### src/rtl/sram_arb_pkg.sv
// sram_arb_pkg: shared types and width defaults for the SRAM arbiter.
// SRAM_ARB_RR_EN (optional define) selects round-robin arbitration.
package sram_arb_pkg;

  localparam int unsigned ADDR_W     = 13;
  localparam int unsigned DATA_W     = 32;
  localparam int unsigned MASK_W     = 4;
  localparam int unsigned RD_LAT_DEF = 2;

  typedef enum logic [1:0] {
    IDLE,
    CMD,
    WAIT,
    RESP
  } state_e;

  typedef enum logic {
    OWN_IF,
    OWN_D
  } owner_e;

endpackage

### src/rtl/sram_arb_pick.sv
// sram_arb_pick: grant logic for the fetch and data request ports.
// SRAM_ARB_RR_EN swaps fixed data priority for round-robin on a tie.
module sram_arb_pick
  import sram_arb_pkg::*;
(
  input  logic       if_valid_i,
  input  logic       d_valid_i,
  input  logic       idle_i,
`ifdef SRAM_ARB_RR_EN
  input  owner_e     last_grant_i,
`endif
  output logic [1:0] gnt_o
);

  // gnt_o[1] = data port, gnt_o[0] = fetch port
  always_comb begin
    gnt_o = 2'b00;
    if (idle_i) begin
      if (d_valid_i && if_valid_i) begin
`ifdef SRAM_ARB_RR_EN
        gnt_o = (last_grant_i == OWN_D) ? 2'b01 : 2'b10;
`else
        gnt_o = 2'b10;
`endif
      end else if (d_valid_i) begin
        gnt_o = 2'b10;
      end else if (if_valid_i) begin
        gnt_o = 2'b01;
      end
    end
  end

endmodule

### src/rtl/sram_arbiter.sv
// sram_arbiter: shares one single-port SRAM between fetch and load/store.
// Define SRAM_ARB_RR_EN for round-robin instead of data-first priority.
module sram_arbiter
  import sram_arb_pkg::*;
#(
  parameter int unsigned ADDR_WIDTH = ADDR_W,
  parameter int unsigned DATA_WIDTH = DATA_W,
  parameter int unsigned NUM_WMASKS = MASK_W,
  parameter int unsigned RD_LAT     = RD_LAT_DEF
) (
  input  logic                  clk,
  input  logic                  rst_n,
  input  logic                  if_req_valid,
  output logic                  if_req_ready,
  input  logic [ADDR_WIDTH-1:0] if_req_addr,
  output logic                  if_rsp_valid,
  output logic [DATA_WIDTH-1:0] if_rsp_data,
  input  logic                  d_req_valid,
  output logic                  d_req_ready,
  input  logic                  d_req_we,
  input  logic [NUM_WMASKS-1:0] d_req_wmask,
  input  logic [ADDR_WIDTH-1:0] d_req_addr,
  input  logic [DATA_WIDTH-1:0] d_req_wdata,
  output logic                  d_rsp_valid,
  output logic [DATA_WIDTH-1:0] d_rsp_data,
  output logic                  sram_csb,
  output logic                  sram_web,
  output logic [NUM_WMASKS-1:0] sram_wmask,
  output logic [ADDR_WIDTH-1:0] sram_addr,
  output logic [DATA_WIDTH-1:0] sram_din,
  input  logic [DATA_WIDTH-1:0] sram_dout,
  output logic                  busy
);

  localparam int unsigned CW =
    (RD_LAT > 1) ? $clog2(RD_LAT) : 1;

  state_e          state_q, state_d;
  owner_e          owner_q, owner_d;
  logic            we_q, we_d;
  logic [CW-1:0]   cnt_q, cnt_d;

  logic                  csb_q, csb_d;
  logic                  web_q, web_d;
  logic [NUM_WMASKS-1:0] wmask_q, wmask_d;
  logic [ADDR_WIDTH-1:0] addr_q, addr_d;
  logic [DATA_WIDTH-1:0] din_q, din_d;

  logic                  if_vld_q, if_vld_d;
  logic [DATA_WIDTH-1:0] if_dat_q, if_dat_d;
  logic                  d_vld_q, d_vld_d;
  logic [DATA_WIDTH-1:0] d_dat_q, d_dat_d;

  logic [1:0] gnt;
  logic       idle;
  logic       hs_d, hs_if;

  // Ready is held low while reset is asserted.
  assign idle = (state_q == IDLE) && rst_n;

`ifdef SRAM_ARB_RR_EN
  owner_e last_grant_q;

  // Remember who won the last handshake.
  always_ff @(posedge clk or negedge rst_n) begin
    if (!rst_n) begin
      last_grant_q <= OWN_IF;
    end else if (hs_d || hs_if) begin
      last_grant_q <= owner_d;
    end
  end
`endif

  sram_arb_pick u_pick (
    .if_valid_i   (if_req_valid),
    .d_valid_i    (d_req_valid),
    .idle_i       (idle),
`ifdef SRAM_ARB_RR_EN
    .last_grant_i (last_grant_q),
`endif
    .gnt_o        (gnt)
  );

  assign d_req_ready  = gnt[1];
  assign if_req_ready = gnt[0];
  assign hs_d  = d_req_valid & gnt[1];
  assign hs_if = if_req_valid & gnt[0];

  // Next state; SRAM command regs load on handshake, else clear.
  always_comb begin
    state_d  = state_q;
    owner_d  = owner_q;
    we_d     = we_q;
    cnt_d    = cnt_q;
    csb_d    = 1'b0;
    web_d    = 1'b0;
    wmask_d  = '0;
    addr_d   = '0;
    din_d    = '0;
    if_vld_d = 1'b0;
    if_dat_d = if_dat_q;
    d_vld_d  = 1'b0;
    d_dat_d  = d_dat_q;
    unique case (state_q)
      IDLE: begin
        if (hs_d) begin
          owner_d = OWN_D;
          we_d    = d_req_we;
          csb_d   = 1'b1;
          web_d   = d_req_we;
          wmask_d = d_req_wmask;
          addr_d  = d_req_addr;
          din_d   = d_req_wdata;
          state_d = CMD;
        end else if (hs_if) begin
          owner_d = OWN_IF;
          we_d    = 1'b0;
          csb_d   = 1'b1;
          addr_d  = if_req_addr;
          state_d = CMD;
        end
      end
      CMD: begin
        if (we_q) begin
          state_d = RESP;
        end else begin
          cnt_d   = CW'(RD_LAT - 1);
          state_d = (RD_LAT == 1) ? RESP : WAIT;
        end
      end
      WAIT: begin
        cnt_d = cnt_q - CW'(1);
        if (cnt_q == CW'(1)) begin
          state_d = RESP;
        end
      end
      RESP: begin
        if (owner_q == OWN_D) begin
          d_vld_d = 1'b1;
          d_dat_d = we_q ? '0 : sram_dout;
        end else begin
          if_vld_d = 1'b1;
          if_dat_d = sram_dout;
        end
        state_d = IDLE;
      end
      default: state_d = IDLE;
    endcase
  end

  // State, latched request and registered outputs.
  always_ff @(posedge clk or negedge rst_n) begin
    if (!rst_n) begin
      state_q  <= IDLE;
      owner_q  <= OWN_IF;
      we_q     <= 1'b0;
      cnt_q    <= '0;
      csb_q    <= 1'b0;
      web_q    <= 1'b0;
      wmask_q  <= '0;
      addr_q   <= '0;
      din_q    <= '0;
      if_vld_q <= 1'b0;
      if_dat_q <= '0;
      d_vld_q  <= 1'b0;
      d_dat_q  <= '0;
    end else begin
      state_q  <= state_d;
      owner_q  <= owner_d;
      we_q     <= we_d;
      cnt_q    <= cnt_d;
      csb_q    <= csb_d;
      web_q    <= web_d;
      wmask_q  <= wmask_d;
      addr_q   <= addr_d;
      din_q    <= din_d;
      if_vld_q <= if_vld_d;
      if_dat_q <= if_dat_d;
      d_vld_q  <= d_vld_d;
      d_dat_q  <= d_dat_d;
    end
  end

  assign sram_csb     = csb_q;
  assign sram_web     = web_q;
  assign sram_wmask   = wmask_q;
  assign sram_addr    = addr_q;
  assign sram_din     = din_q;
  assign if_rsp_valid = if_vld_q;
  assign if_rsp_data  = if_dat_q;
  assign d_rsp_valid  = d_vld_q;
  assign d_rsp_data   = d_dat_q;
  assign busy         = (state_q != IDLE);

endmodule

### config.mk
export PLATFORM = sky130hd
export DESIGN_NAME = sram_arbiter
export DESIGN_NICKNAME = d
export VERILOG_FILES = /design/src/rtl/sram_arb_pkg.sv /design/src/rtl/sram_arb_pick.sv /design/src/rtl/sram_arbiter.sv
export SDC_FILE = /design/constraint.sdc
export NUM_CORES = 1
export LEC_CHECK = 0
export BUFFER_PORTS_ARGS = -buffer_cell sky130_fd_sc_hd__buf_4
export CORE_MARGIN = 2
export CORE_UTILIZATION = 50
export DETAILED_ROUTE_END_ITERATION = 6
export PLACE_DENSITY = 0.85
export REMOVE_ABC_BUFFERS = 1
export SETUP_SLACK_MARGIN = 0.2
export SLEW_MARGIN = 25
export SYNTH_ARGS = -nofsm -noshare
export SYNTH_HDL_FRONTEND = slang
export SYNTH_SLANG_ARGS = --single-unit
### constraint.sdc
create_clock -name clk -period 2.7 [get_ports clk]
set_clock_uncertainty 0.05 [all_clocks]
set_input_delay 0.135 -clock clk [delete_from_list [all_inputs] [get_ports clk]]
set_output_delay 0.135 -clock clk [all_outputs]
set_load 0.03 [all_outputs]
==> impl_metrics.json <==
{
  "cts_tree": "done",
  "initial_core_util_pct": 52.2,
  "timing.final.hold_violations": 0,
  "outcome": "complete, no violations",
  "whs_path_depth": 3,
  "drv.max_cap_violation_count": 0,
  "post_synth_inst_count": 352,
  "syn-mean-instance-area_um2": 13.1,
  "fmaxAchievable_mhz": 412,
  "worst_hold_slack_ns": 0.158,
  "final_cell_count_no_fill": 791,
  "yosysTopAreaCellShare_pct": 66.4,
  "post-route-min-period_ns": 2.43,
  "min_path_type": "input port to flop",
  "timing.setup.tns_ns": 0,
  "fin_util_pct": 89.0,
  "fin_ws_ns": 0.272,
  "cts-root-to-sink-buffers": 2,
  "number_of_placed_instances_with_taps_included": 663,
  "maxSlewHeadroom_pct": 47.0,
  "power.leakage_nw": 4.05,
  "vdd_ir_drop_max_v": 0.000716,
  "hpwlAfterDp_um": 8470,
  "path_class": "flop to primary output",
  "num-nets-final": 774,
  "hold_path.startpoint": "d_req_valid",
  "tightestPinTransition_ns": 0.793,
  "floorplan_die_width_um": 99.9,
  "clk_pin_slew_worst_paths_ns": 0.06,
  "min_delay_worst_endpoint": "owner_q$_DFFE_PN0P_",
  "end_kind": "primary output",
  "tritoncts_buffers": 17,
  "synth_top_family_by_area": "simple AND/OR/NAND/NOR gates",
  "largest_net_degree_at_the_start_of_global_routing": 86,
  "clock_latency_ns": 0.51,
  "gp_congestion": 0.844,
  "first_pass_grt_wire_length_um": 24900,
  "critPathArrivalTime_ns": 2.24,
  "p_switching_mw": 3.37,
  "worst_r2r_endpoint": "sram_addr[4]$_DFF_PN0_",
  "final_max_slew_viol_count": 0,
  "ant_nets": 0,
  "synth_enable_flop_cells": 0,
  "drt_iter0_markers": 140,
  "timing.final.crit_share_pct": 89.9,
  "placementRows": 34,
  "final_design_area_no_fill_um2": 7840,
  "track_usage_pct": 33.7,
  "grt_antenna_before_repair": 0,
  "finalSetupViolations": 0,
  "power_density_over_cell_area_nw_per_um2": 1110,
  "ff2ff_path_depth": 6,
  "postSynth.asyncResetShare_pct": 100,
  "cts.htree.levels": 4,
  "io_pins": 219,
  "synth-compound-area-share_pct": 6.97,
  "post_dp_cell_area_um2": 6270,
  "worst_ep_required_time_ns": 2.52,
  "buffers_on_ports": 218,
  "die-area_um2": 9980,
  "synth-adder-area-share_pct": 1.36,
  "totalWireLength_um": 16100,
  "antenna-diode-count": 0,
  "flow.area_growth_from_synthesis_pct": 70.4,
  "timing.critical_path.from_type": "flop",
  "comb_power_share_pct": 41.6,
  "clockRootBuffer": "sky130_fd_sc_hd__clkbuf_8",
  "overflow": 0,
  "synth_flop_cell": "sky130_fd_sc_hd__dfrtp_1",
  "core_area_um2": 8810,
  "ff2ff_setup_slack_ns": 0.29,
  "leading_post_synthesis_cells_by_instance_count": "sky130_fd_sc_hd__dfrtp_1 (122), sky130_fd_sc_hd__and2_1 (36), sky130_fd_sc_hd__nand2_1 (34)",
  "synth_simple_gate_area_share_pct": 13.4,
  "post_synth_mux_area_share_pct": 8.08,
  "netlist-cell-type-count": 28,
  "wire_per_inst_um": 20.3,
  "synth_xor_xnor_area_share_pct": 0,
  "syn_area_um2": 4600,
  "viasPerCell": 5.24,
  "rsz0062_at_grt": "true",
  "critical_path_peak_fanout": 26,
  "synth_sequential_area_ratio_pct": 66.4,
  "r2r_start": "state_q[0]$_DFFE_PN0P_",
  "p_int_mw": 5.31,
  "first_global_vias": 4613,
  "clkSinkCount": 122,
  "synth_largest_area_cell": "sky130_fd_sc_hd__dfrtp_1",
  "drtPass1Iterations": 4,
  "dp_worst_setup_slack_ns": 0.773,
  "seq_power_share_pct": 32.1,
  "pwr-share-clk_pct": 26.3,
  "die_y_um": 99.9,
  "postCtsSetupBuffers": 0,
  "synthTopCellsByArea": "sky130_fd_sc_hd__dfrtp_1 (66%), sky130_fd_sc_hd__mux2_2 (8.1%), sky130_fd_sc_hd__and2_1 (4.9%)",
  "yosys_register_bits": 122,
  "drive_gt1_share_pct": 42.9,
  "synth_most_common_cell": "sky130_fd_sc_hd__dfrtp_1",
  "swShare_pct": 38.9,
  "num_vias": 4144,
  "synth-warning-count": 0,
  "route.detailed.drc": 0,
  "totalPowerFinal_mw": 8.68
}
registers in the layout (all words and copies together) (netlist names):
signal and flops:
d_rsp_data 32, if_rsp_data 32, sram_din 32, sram_addr 13
sram_wmask 4, state_q 2, cnt_q 1, d_rsp_valid 1
if_rsp_valid 1, owner_q 1, sram_csb 1, sram_web 1
we_q 1
cells in the final DEF, fill, tap and decap left out:
master,netlist,final
sky130_fd_sc_hd__a211o_1,1,1
sky130_fd_sc_hd__a21o_1,1,1
sky130_fd_sc_hd__a21oi_1,2,2
sky130_fd_sc_hd__a22o_1,13,13
sky130_fd_sc_hd__a22oi_1,1,1
sky130_fd_sc_hd__and2_1,36,36
sky130_fd_sc_hd__and2_4,1,1
sky130_fd_sc_hd__and3_1,1,1
sky130_fd_sc_hd__and4_1,1,1
sky130_fd_sc_hd__and4b_2,0,1
sky130_fd_sc_hd__buf_4,2,223
sky130_fd_sc_hd__buf_6,5,1
sky130_fd_sc_hd__bufinv_16,0,3
sky130_fd_sc_hd__clkbuf_16,0,16
sky130_fd_sc_hd__clkbuf_8,0,2
sky130_fd_sc_hd__clkinv_2,0,3
sky130_fd_sc_hd__clkinv_4,0,1
sky130_fd_sc_hd__clkinvlp_4,0,4
sky130_fd_sc_hd__dfrtp_1,122,122
sky130_fd_sc_hd__dlygate4sd3_1,0,96
sky130_fd_sc_hd__ha_1,5,5
sky130_fd_sc_hd__inv_1,7,7
sky130_fd_sc_hd__inv_6,0,3
sky130_fd_sc_hd__mux2_2,33,33
sky130_fd_sc_hd__nand2_1,34,33
sky130_fd_sc_hd__nand2_2,1,2
sky130_fd_sc_hd__nand2b_1,32,32
sky130_fd_sc_hd__nor2_1,3,3
sky130_fd_sc_hd__nor2b_1,1,1
sky130_fd_sc_hd__nor3b_1,1,1
sky130_fd_sc_hd__o21ai_0,29,29
sky130_fd_sc_hd__o21ai_1,4,4
sky130_fd_sc_hd__o21bai_1,1,1
critical path: stages, from the launching register on:
cell	delay, ns
sky130_fd_sc_hd__dfrtp_1	0.40
sky130_fd_sc_hd__inv_1	0.20
sky130_fd_sc_hd__ha_1	0.29
sky130_fd_sc_hd__and3_1	0.34
sky130_fd_sc_hd__buf_4	0.29
sky130_fd_sc_hd__buf_4	0.20
routing by layer:
layer	share of wire [%]	track usage (%)	vias up	wire length, um
met5	0	0	-	0
met4	5.3	20.4	0	853
met3	8.2	8.98	65	1330
met2	50	56.8	270	8120
met1	36	38.6	2011	5790
li1	-	-	1798	-
power groups by stage:
| stage | Clock [mW] | Sequential, mW | Combinational (mW) |
|---|---|---|---|
| floorplan | 0 | 3.79 | 0.946 |
| global placement | 0 | 2.75 | 3.27 |
| finish | 2.28 | 2.79 | 3.61 |
| global route | 2.40 | 2.85 | 3.82 |
| CTS | 2.29 | 2.76 | 3.52 |
| detailed placement | 0 | 2.78 | 3.37 |
worst max-delay path by stage:
stage                      startpoint               end  slack, ns  cells past startpoint
2_1_floorplan  state_q[0]$_DFFE_PN0P_  we_q$_DFFE_PN0P_       0.52                      5
3_3_place_gp   state_q[0]$_DFFE_PN0P_  we_q$_DFFE_PN0P_       0.87                      5
4_1_cts        state_q[0]$_DFFE_PN0P_      if_req_ready       0.28                      4
3_5_place_dp   state_q[0]$_DFFE_PN0P_  we_q$_DFFE_PN0P_       0.77                      5
6_report       state_q[0]$_DFFE_PN0P_       d_req_ready       0.27                      5
5_1_grt        state_q[0]$_DFFE_PN0P_       d_req_ready       0.16                      5
cell type report:
type | count | area [um^2]
inverter | 7 | 26.3
timing repair buffer | 320 | 2650
clock buffer | 18 | 428
sequential | 122 | 3050
fill | 347 | 971
tap | 108 | 135
multi-input combinational | 202 | 1380
clock inverter | 14 | 170
what timing repair did:
item                                   CTS  global route
resized for setup                        0             1
setup endpoints to repair                0            15
hold buffers                            96             0
endpoints found under the hold margin  237             0
cell families after synthesis:
logic type | count (synthesis)
and+or+nand+nor | 112
buffers and inverters | 28
muxes | 33
DFF | 122
AOI/OAI and AO/OA | 52
adders and majority gates | 5
(Power assumes the default switching activity.)
